### src/rtl/tag_ct_coalescer.sv
// ---------------------------------------------------------------------------
// tag_ct_coalescer
//
// Purpose:
//   Sits on the tag/count channel downstream of the BD tag-split stage and
//   merges consecutive words carrying the same tag into one word whose count
//   is the sum of the merged counts. Word order is preserved. A held word
//   leaves the block when a different tag arrives, when adding the next
//   count would exceed the count field, when the channel has been idle for
//   'timeout_i' cycles, or when coalescing is disabled.
//
// Ports:
//   clk_i          system clock
//   reset_i        synchronous, active-high reset
//   in_tag_i       input tag            (NTAG bits)
//   in_ct_i        input count          (NCT bits)
//   in_v_i         input valid
//   in_a_o         input ack (combinational); transfer on in_v_i && in_a_o
//   out_tag_o      output tag           (registered)
//   out_ct_o       output count         (registered)
//   out_v_o        output valid         (registered)
//   out_a_i        output ack; transfer on out_v_o && out_a_i
//   coalesce_en_i  1 = merge equal tags, 0 = pass every word through
//   timeout_i      idle cycles before a held word flushes (0 = next cycle)
// ---------------------------------------------------------------------------
module tag_ct_coalescer #(
    parameter int unsigned NTAG     = 11,
    parameter int unsigned NCT      = 9,
    parameter int unsigned NTIMEOUT = 16
) (
    input  logic                clk_i,
    input  logic                reset_i,
    input  logic [NTAG-1:0]     in_tag_i,
    input  logic [NCT-1:0]      in_ct_i,
    input  logic                in_v_i,
    output logic                in_a_o,
    output logic [NTAG-1:0]     out_tag_o,
    output logic [NCT-1:0]      out_ct_o,
    output logic                out_v_o,
    input  logic                out_a_i,
    input  logic                coalesce_en_i,
    input  logic [NTIMEOUT-1:0] timeout_i
);

    // Largest count a single word can carry, widened by one bit so it can be
    // compared against the unclipped sum.
    localparam logic [NCT:0]          CT_MAX   = {1'b0, {NCT{1'b1}}};
    localparam logic [NTIMEOUT-1:0]   IDLE_MAX = {NTIMEOUT{1'b1}};
    localparam logic [NTIMEOUT-1:0]   IDLE_ONE = {{(NTIMEOUT-1){1'b0}}, 1'b1};

    // Hold register: the word currently being accumulated.
    logic [NTAG-1:0]     h_tag_q,   h_tag_d;
    logic [NCT-1:0]      h_ct_q,    h_ct_d;
    logic                h_full_q,  h_full_d;

    // Output register.
    logic [NTAG-1:0]     out_tag_q, out_tag_d;
    logic [NCT-1:0]      out_ct_q,  out_ct_d;
    logic                out_v_q,   out_v_d;

    // Cycles since the hold register last changed.
    logic [NTIMEOUT-1:0] idle_cnt_q, idle_cnt_d;

    // Decode signals.
    logic [NCT:0]        sum_s;
    logic                o_free_s;
    logic                match_s;
    logic                in_a_s;
    logic                xfer_s;
    logic                load_s;
    logic                merge_s;
    logic                evict_s;
    logic                flush_s;

    // Merge/accept decode. The sum keeps its carry bit so an overflowing
    // same-tag pair is seen as a mismatch instead of wrapping.
    always_comb begin
        sum_s    = {1'b0, h_ct_q} + {1'b0, in_ct_i};
        o_free_s = (!out_v_q) || out_a_i;
        match_s  = h_full_q && coalesce_en_i &&
                   (in_tag_i == h_tag_q) && (sum_s <= CT_MAX);

        // An empty hold always takes the word, a mergeable word always fits,
        // otherwise the held word must be able to move into the output.
        if (reset_i) begin
            in_a_s = 1'b0;
        end else if (!h_full_q) begin
            in_a_s = 1'b1;
        end else if (match_s) begin
            in_a_s = 1'b1;
        end else begin
            in_a_s = o_free_s;
        end

        xfer_s  = in_v_i && in_a_s;
        load_s  = xfer_s && !h_full_q;
        merge_s = xfer_s &&  h_full_q &&  match_s;
        evict_s = xfer_s &&  h_full_q && !match_s;

        // Flushing is only considered on cycles with no input transfer; with
        // coalescing off the word leaves on the very next free cycle.
        flush_s = (!xfer_s) && h_full_q && o_free_s &&
                  ((idle_cnt_q >= timeout_i) || (!coalesce_en_i));
    end

    // Next-state logic for the hold register and the idle counter.
    always_comb begin
        h_tag_d    = h_tag_q;
        h_ct_d     = h_ct_q;
        h_full_d   = h_full_q;
        idle_cnt_d = idle_cnt_q;

        if (load_s || evict_s) begin
            h_tag_d    = in_tag_i;
            h_ct_d     = in_ct_i;
            h_full_d   = 1'b1;
            idle_cnt_d = '0;
        end else if (merge_s) begin
            h_ct_d     = sum_s[NCT-1:0];
            idle_cnt_d = '0;
        end else if (flush_s) begin
            h_full_d   = 1'b0;
            idle_cnt_d = '0;
        end else if (h_full_q && (idle_cnt_q != IDLE_MAX)) begin
            idle_cnt_d = idle_cnt_q + IDLE_ONE;
        end else begin
            idle_cnt_d = idle_cnt_q;
        end
    end

    // Next-state logic for the output register. A reload in the same cycle
    // as a consumption keeps out_v high, so there is no bubble.
    always_comb begin
        out_tag_d = out_tag_q;
        out_ct_d  = out_ct_q;
        out_v_d   = out_v_q;

        if (evict_s || flush_s) begin
            out_tag_d = h_tag_q;
            out_ct_d  = h_ct_q;
            out_v_d   = 1'b1;
        end else if (out_v_q && out_a_i) begin
            out_v_d   = 1'b0;
        end else begin
            out_v_d   = out_v_q;
        end
    end

    // State registers; reset discards any held or pending word.
    always_ff @(posedge clk_i) begin
        if (reset_i) begin
            h_tag_q    <= '0;
            h_ct_q     <= '0;
            h_full_q   <= 1'b0;
            out_tag_q  <= '0;
            out_ct_q   <= '0;
            out_v_q    <= 1'b0;
            idle_cnt_q <= '0;
        end else begin
            h_tag_q    <= h_tag_d;
            h_ct_q     <= h_ct_d;
            h_full_q   <= h_full_d;
            out_tag_q  <= out_tag_d;
            out_ct_q   <= out_ct_d;
            out_v_q    <= out_v_d;
            idle_cnt_q <= idle_cnt_d;
        end
    end

    assign in_a_o    = in_a_s;
    assign out_tag_o = out_tag_q;
    assign out_ct_o  = out_ct_q;
    assign out_v_o   = out_v_q;

endmodule
### config.mk
export PLATFORM = sky130hd
export DESIGN_NAME = tag_ct_coalescer
export DESIGN_NICKNAME = d
export VERILOG_FILES = /design/src/rtl/tag_ct_coalescer.sv
export SDC_FILE = /design/constraint.sdc
export NUM_CORES = 1
export LEC_CHECK = 0
export CAP_MARGIN = 10
export CORE_UTILIZATION = 57
export DETAILED_ROUTE_END_ITERATION = 10
export GPL_ROUTABILITY_DRIVEN = 0
export PLACE_DENSITY = 0.86
export SLEW_MARGIN = 20
export SYNTH_ARGS = -nofsm -noshare
export SYNTH_HDL_FRONTEND = slang
export SYNTH_SLANG_ARGS = --single-unit
export TNS_END_PERCENT = 20
### constraint.sdc
create_clock -name clk_i -period 6.25 [get_ports clk_i]
set_input_delay 0.625 -clock clk_i [delete_from_list [all_inputs] [get_ports clk_i]]
set_output_delay 0.625 -clock clk_i [all_outputs]
set_load 0.02 [all_outputs]
==> run metrics <==
status complete, no violations; CTS sink cnt between 50 and 60; CTS Hold Bufs 0; Post-Syn Area 3440 sq um; Pleak 0.00173 uW; IO Count 63; maxcap violations 0; largest net degree at the start of global routing 43; initial core utilization 0.606; met1 GRT Util 0.310; Placed Cells incl. Taps 527; Synth top area share 0.337; Core Area 5680 sq um; WL/cell about 15 microns; Final min period between 4 and 5 ns; Die Ht between 70 and 80 microns; PwrDens 204 nW/um^2; EDFF count, synth 0; final worst-path cycle share 0.707; number of synthesized register bits 58; RSZ-0062 raised after global routing false; H-Tree Depth 3; detailed placement HPWL 5870 microns; initial antenna violation count 0; number of DRC markers in iteration 0 roughly 160; CTS resizes 0; Min-Delay Path Class reg -> reg; commonest cells in the netlist 66 x nand2_1, 58 x dfxtp_1, 26 x ha_1, 25 x nor2_1, 24 x inv_1; worst vdd ir 0.000140 V; Non-Filler Instances between 500 and 600; post-synth top area cell dfxtp_1; Area Overhead vs Synth 23.3%; NumNets Final approximately 530; Critical Path AT 3.79 ns; share of layout cells above drive strength 1 0.0764; row count 27; required time worst endpoint 5.62 ns; most numerous cell in the Yosys netlist nand2_1; overall die area 6350 sq um; Relative slew margins 0.350; total gr overflow 0; Final Util 0.748; register clock-pin slew on the reported worst setup and hold paths ~0.070 ns; worst skew pair latency 0.34 ns; IO buf count 62; fin worst setup slack 1.83 ns; via/cell ratio approximately 5.7; setup bufs post-CTS 0; Synth Instances 409; kind of start point of the critical path input pin; Die Wd between 70 and 80 microns; Via Count approximately 3100; syn_nets 477; CTS Buf Count 9; Placement Setup Slack 1.85 ns; clk_skew approximately 0.0095 ns; remaining antenna violation count 0; Setup violations, final 0; TritonCTS clock tree built; Post-route DRC 0; CP max FO 21; gr busiest metal met2; Async SR Flop Fraction 0; clock root buffer clkbuf_8; worst slew pin tran approximately 0.98 ns; register area share after synthesis 0.337; max-slew violation count 0; Avg Synthesized Cell Area 8.41 sq um; Fmax approximately 0.23 GHz; GRT Total Usage 0.264; ys flop type dfxtp_1; Final Hold Vio Count 0; Detailed Route WL 7940 microns; DRT Pass-1 Iters 4; WS Path Type in -> out; setup TNS 0 ns; vias in the first global route 2979; Synth cell types 52; grt met2 use 0.452; Ant. Diodes 0; first-pass GRT wire length 13000 microns; top cells by area, synth dfxtp_1 34%, ha_1 9.5%, nand2_1 7.2%, mux2i_1 6.4%, xnor2_1 5.6%; met3 Use GR 0.0617; YS warnings 0; hold_ws 0.461 ns; CP Capture Type primary output; Longest Clk Path Bufs 2
worst max-delay path, stage by stage:
cell and delay (ns):
clkdlybuf4s50_1 0.43, ha_1 0.37, a211oi_1 0.24, o211ai_1 0.13, nor4_1 0.47, nand2_1 0.58, a21oi_1 0.30, clkdlybuf4s50_1 0.64
path summary, 6_finish.rpt:
| path | slack (ns) | cells after the start | to | start |
|---|---|---|---|---|
| worst min-delay path | 0.46 | 2 | out_ct_o[1] | out_ct_o[1] |
| worst min register to register | 0.46 | 2 | out_ct_o[1] | out_ct_o[1] |
| worst max register to register | 2.92 | 7 | idle_cnt_q[14] | h_ct_q[6] |
| worst max-delay path | 1.83 | 8 | in_a_o | in_ct_i[6] |
cell families after synthesis:
kind of cell,after synthesis,share of synthesized area
AO/OA/AOI/OAI,71,0.136
XOR/XNOR,29,0.0738
adder cells (fa/ha/maj),27,0.100
buffers and inverters,42,0.0578
flip-flops,58,0.337
multiplexers,23,0.0673
AND/OR/NAND/NOR,159,0.227
power breakdown:
group | switching (uW) | leakage, uW | total, uW | internal, uW
combinational | 71.9 | 0.00116 | 142 | 69.7
clock | 150 | 0.0000958 | 331 | 181
sequential | 10.7 | 0.000471 | 392 | 381
total | 233 | 0.00173 | 865 | 632
state kept, by name, summed over array words and instances (netlist names):
| register | flops |
|---|---|
| h_ct_q | 9 |
| h_full_q | 1 |
| h_tag_q | 11 |
| idle_cnt_q | 16 |
| out_ct_o | 9 |
| out_tag_o | 11 |
| out_v_o | 1 |
metal layers:
metal	part of all wire	wire (microns)	vias up
li1	-	-	1539
met1	0.42	3350	1452
met2	0.50	3990	98
met3	0.056	446	19
met4	0.020	156	0
met5	0	0	-
layout by cell type (no fill, tap or decap), types with 17 or more instances in the layout:
| cell | count |
|---|---|
| clkdlybuf4s50_1 | 62 |
| o21ai_0 | 17 |
| xnor2_1 | 22 |
| a21oi_1 | 22 |
| nand3_1 | 23 |
| mux2i_1 | 22 |
| nor2_1 | 25 |
| inv_1 | 24 |
| dfxtp_1 | 58 |
| ha_1 | 26 |
| nand2_1 | 66 |
area by class of cell:
cell class | count | area (sq um)
Tap cell | 72 | 90.1
Multi-Input combinational cell | 309 | 2080
Timing Repair Buffer | 64 | 636
Sequential cell | 58 | 1160
Inverter | 24 | 90.1
Clock inverter | 6 | 57.6
Clock buffer | 10 | 128
Fill cell | 416 | 1430
metrics by stage:
stage / cell area [sq um] / total power [uW]
after global placement: 4060 / 535
after floorplan: 3440 / 490
after detailed placement: 4060 / 540
final: 4240 / 865
after CTS: 4240 / 866
after global routing: 4240 / 902
Power figures use the tool's default switching activity.
==> variant (config.mk and constraints unchanged) <==
The parameter `NCT` goes from 9 to 18.
--- a/src/rtl/tag_ct_coalescer.sv
+++ b/src/rtl/tag_ct_coalescer.sv
@@ -27,3 +27,3 @@
     parameter int unsigned NTAG     = 11,
-    parameter int unsigned NCT      = 9,
+    parameter int unsigned NCT      = 18,
     parameter int unsigned NTIMEOUT = 16
Ports: changed (resized in_ct_i and out_ct_o); port bits go from 63 to 81. The function was not compared with the original's and may differ.
==> variant against the original RTL <==
  * Power rose by 32%
  * Synthesized cell count increased by 34%
  * Routed wire length grew 39%
  * Die area up 32%
  * Largest cell class unchanged
  * Global-route usage up 1.1 points
  * Final area grew 33%
  * Sequential share of layout area is 0.34 points lower
  * Clock skew increased by 0.0045 ns
  * Largest power group unchanged
  * Synthesized area rose by 33%
  * Critical path depth rose by 3
  * Sequential power grew 30%
  * Highest routed layer unchanged
  * Worst setup slack gained 0.20 ns
  * Core utilization fell by 1.9 points
  * Sequential cell count rose by 18
==> variant: results (changes against the original RTL) <==
INFO  metric run_status = completed
INFO  metric cts_max_level = 3 (unchanged)
INFO  metric grt_use_total = 27.4% (+1.1 points)
INFO  metric synth.area.mux_share = 10.3% (+3.6 points)
INFO  metric grt_pass1_wl = 18.5 mm (+43%)
INFO  metric leakagePower = 0.00227 uW (+31%)
INFO  metric synthTopCellsByCount = sky130_fd_sc_hd__nand2_1, sky130_fd_sc_hd__dfxtp_1, sky130_fd_sc_hd__nor2_1
INFO  metric worst_ir_drop_on_vdd = 0.106 mV (-24%)
INFO  metric post_synth_fa_ha_maj_area_fraction = 10.0% (about the same)
INFO  metric drt-pass1-iter-count = 6 (+2)
INFO  metric synth_seq_area_share = 33.3% (-0.43 points)
INFO  metric tightest_slew = 1.02 ns (+0.0400 ns)
INFO  metric timing.critical_path.arrival = 3.59 ns (-0.20 ns)
INFO  metric max-cap-violations = 0 (unchanged)
INFO  metric finClkSkew = 0.0140 ns (+0.00449 ns)
INFO  metric synth.yosys.warnings = 0 (unchanged)
INFO  metric post-cts-setup-buffer-count = 0 (unchanged)
INFO  metric drt-wirelength-per-cell = 15.2 um (+3.9%)
INFO  metric groute.layer.met2.usage = 48.9% (+3.7 points)
INFO  metric timing.final.hold_violations = 0 (unchanged)
INFO  metric globalRouteMet3Util = 5.53% (-0.64 points)
INFO  metric synth-compound-area-share = 13.6% (-0.020 points)
INFO  metric vias_per_cell = 5.79 (+1.1%)
INFO  metric route.final.wire_length = 11.0 mm (+39%)
INFO  metric critical_path_peak_fanout = 4 (-81%)
INFO  metric min-delay-path-class = flip-flop to flip-flop
INFO  metric clk-insertion-delay-late = 0.36 ns (+0.02 ns)
INFO  metric grt_start_max_net_pins = 65 (+51%)
INFO  metric antenna_found_initial = 0 (unchanged)
INFO  metric number_of_global_route_vias_before_repair = 4,159 (+40%)
INFO  metric synth-xor-area-share = 6.90% (-0.48 points)
INFO  metric ys_async_sr_fraction = 0% (unchanged)
INFO  metric post_cts_resize_count = 0 (unchanged)
INFO  metric postSynthCellCount = 549 (+34%)
INFO  metric cts-buffers-inserted = 9 (unchanged)
INFO  metric cts_root_buf = sky130_fd_sc_hd__clkbuf_8
INFO  metric clkSlewWorstSetupHoldPaths = 0.07 ns (about the same)
INFO  metric netlist_top_cells_area = sky130_fd_sc_hd__dfxtp_1, sky130_fd_sc_hd__mux2i_1, sky130_fd_sc_hd__ha_1, sky130_fd_sc_hd__nand2_1, sky130_fd_sc_hd__nor2_1
INFO  metric detailedPlacementHpwl = 7.86 mm (+34%)
INFO  metric postSynthNetCount = 635 (+33%)
INFO  metric met1_usage = 31.1% (+0.076 points)
INFO  metric drive_above_1_share = 4.49% (-3.2 points)
INFO  metric port-buffer-count = 80 (+29%)
INFO  metric n_antenna_cell = 0 (unchanged)
INFO  metric ys_types = 51 (-1.9%)
INFO  metric finish.net_count = 706 (+32%)
INFO  metric clock_path_buffers = 2 (unchanged)
INFO  metric drt-initial-drc-count = 203 (+25%)
INFO  metric yosys_most_used_dff = sky130_fd_sc_hd__dfxtp_1
[variant: path summary, 6_finish.rpt]
path | start | end | slack (ns) | cells past startpoint
setup / recovery | in_ct_i[0] | in_a_o | 2.04 | 11
hold reg to reg | out_ct_o[2] | out_ct_o[2] | 0.46 | 2
hold / removal | out_ct_o[2] | out_ct_o[2] | 0.46 | 2
setup reg to reg | h_ct_q[0] | out_tag_o[5] | 2.70 | 11
[variant: cells by family (layout without fill, tap and decap cells)]
family | after synthesis | after routing
adder cells (fa/ha/maj) | 36 | 36
buffers and inverters | 51 | 126
AND/OR/NAND/NOR | 215 | 215
multiplexers | 47 | 47
AO/OA/AOI/OAI | 88 | 88
XOR/XNOR | 36 | 36
flip-flops | 76 | 76
[variant: layout make-up]
type / instances / area [um^2]
Clock buffer: 11 / 151
Clock inverter: 4 / 72.6
Fill cell: 564 / 2100
Inverter: 27 / 101
Multi-Input combinational cell: 422 / 2820
Sequential cell: 76 / 1520
Tap cell: 102 / 128
Timing Repair Buffer: 84 / 831
[variant: layer usage]
metal | share of wire [%] | vias up
met3 | 5.9 | 40
met4 | 3.4 | 0
met5 | 0 | -
met2 | 49 | 168
met1 | 41 | 1946
li1 | - | 2049
[variant: worst max-delay path: stages]
cell and delay (ns):
sky130_fd_sc_hd__clkdlybuf4s50_1 0.50, sky130_fd_sc_hd__ha_1 0.19, sky130_fd_sc_hd__inv_1 0.06, sky130_fd_sc_hd__fa_1 0.40, sky130_fd_sc_hd__nor2b_1 0.19, sky130_fd_sc_hd__o2111ai_1 0.18
sky130_fd_sc_hd__a21oi_1 0.32, sky130_fd_sc_hd__o21a_1 0.28, sky130_fd_sc_hd__nand4b_1 0.17, sky130_fd_sc_hd__a31oi_1 0.10, sky130_fd_sc_hd__clkdlybuf4s50_1 0.58
[variant: through the flow]
step / cell area (um^2) / total power [uW] / setup WS [ns]
after global placement: 5400 / 715 / 2.16
final: 5630 / 1140 / 2.04
after CTS: 5630 / 1140 / 2.06
after detailed placement: 5400 / 723 / 2.00
after global routing: 5630 / 1190 / 1.86
after floorplan: 4570 / 655 / 2.91
[variant: power breakdown]
part / internal [uW] / total [uW] / switching [uW]
Clock: 244 / 421 / 178
Combinational: 97.6 / 208 / 111
Sequential: 498 / 511 / 12.3
Total: 840 / 1140 / 301
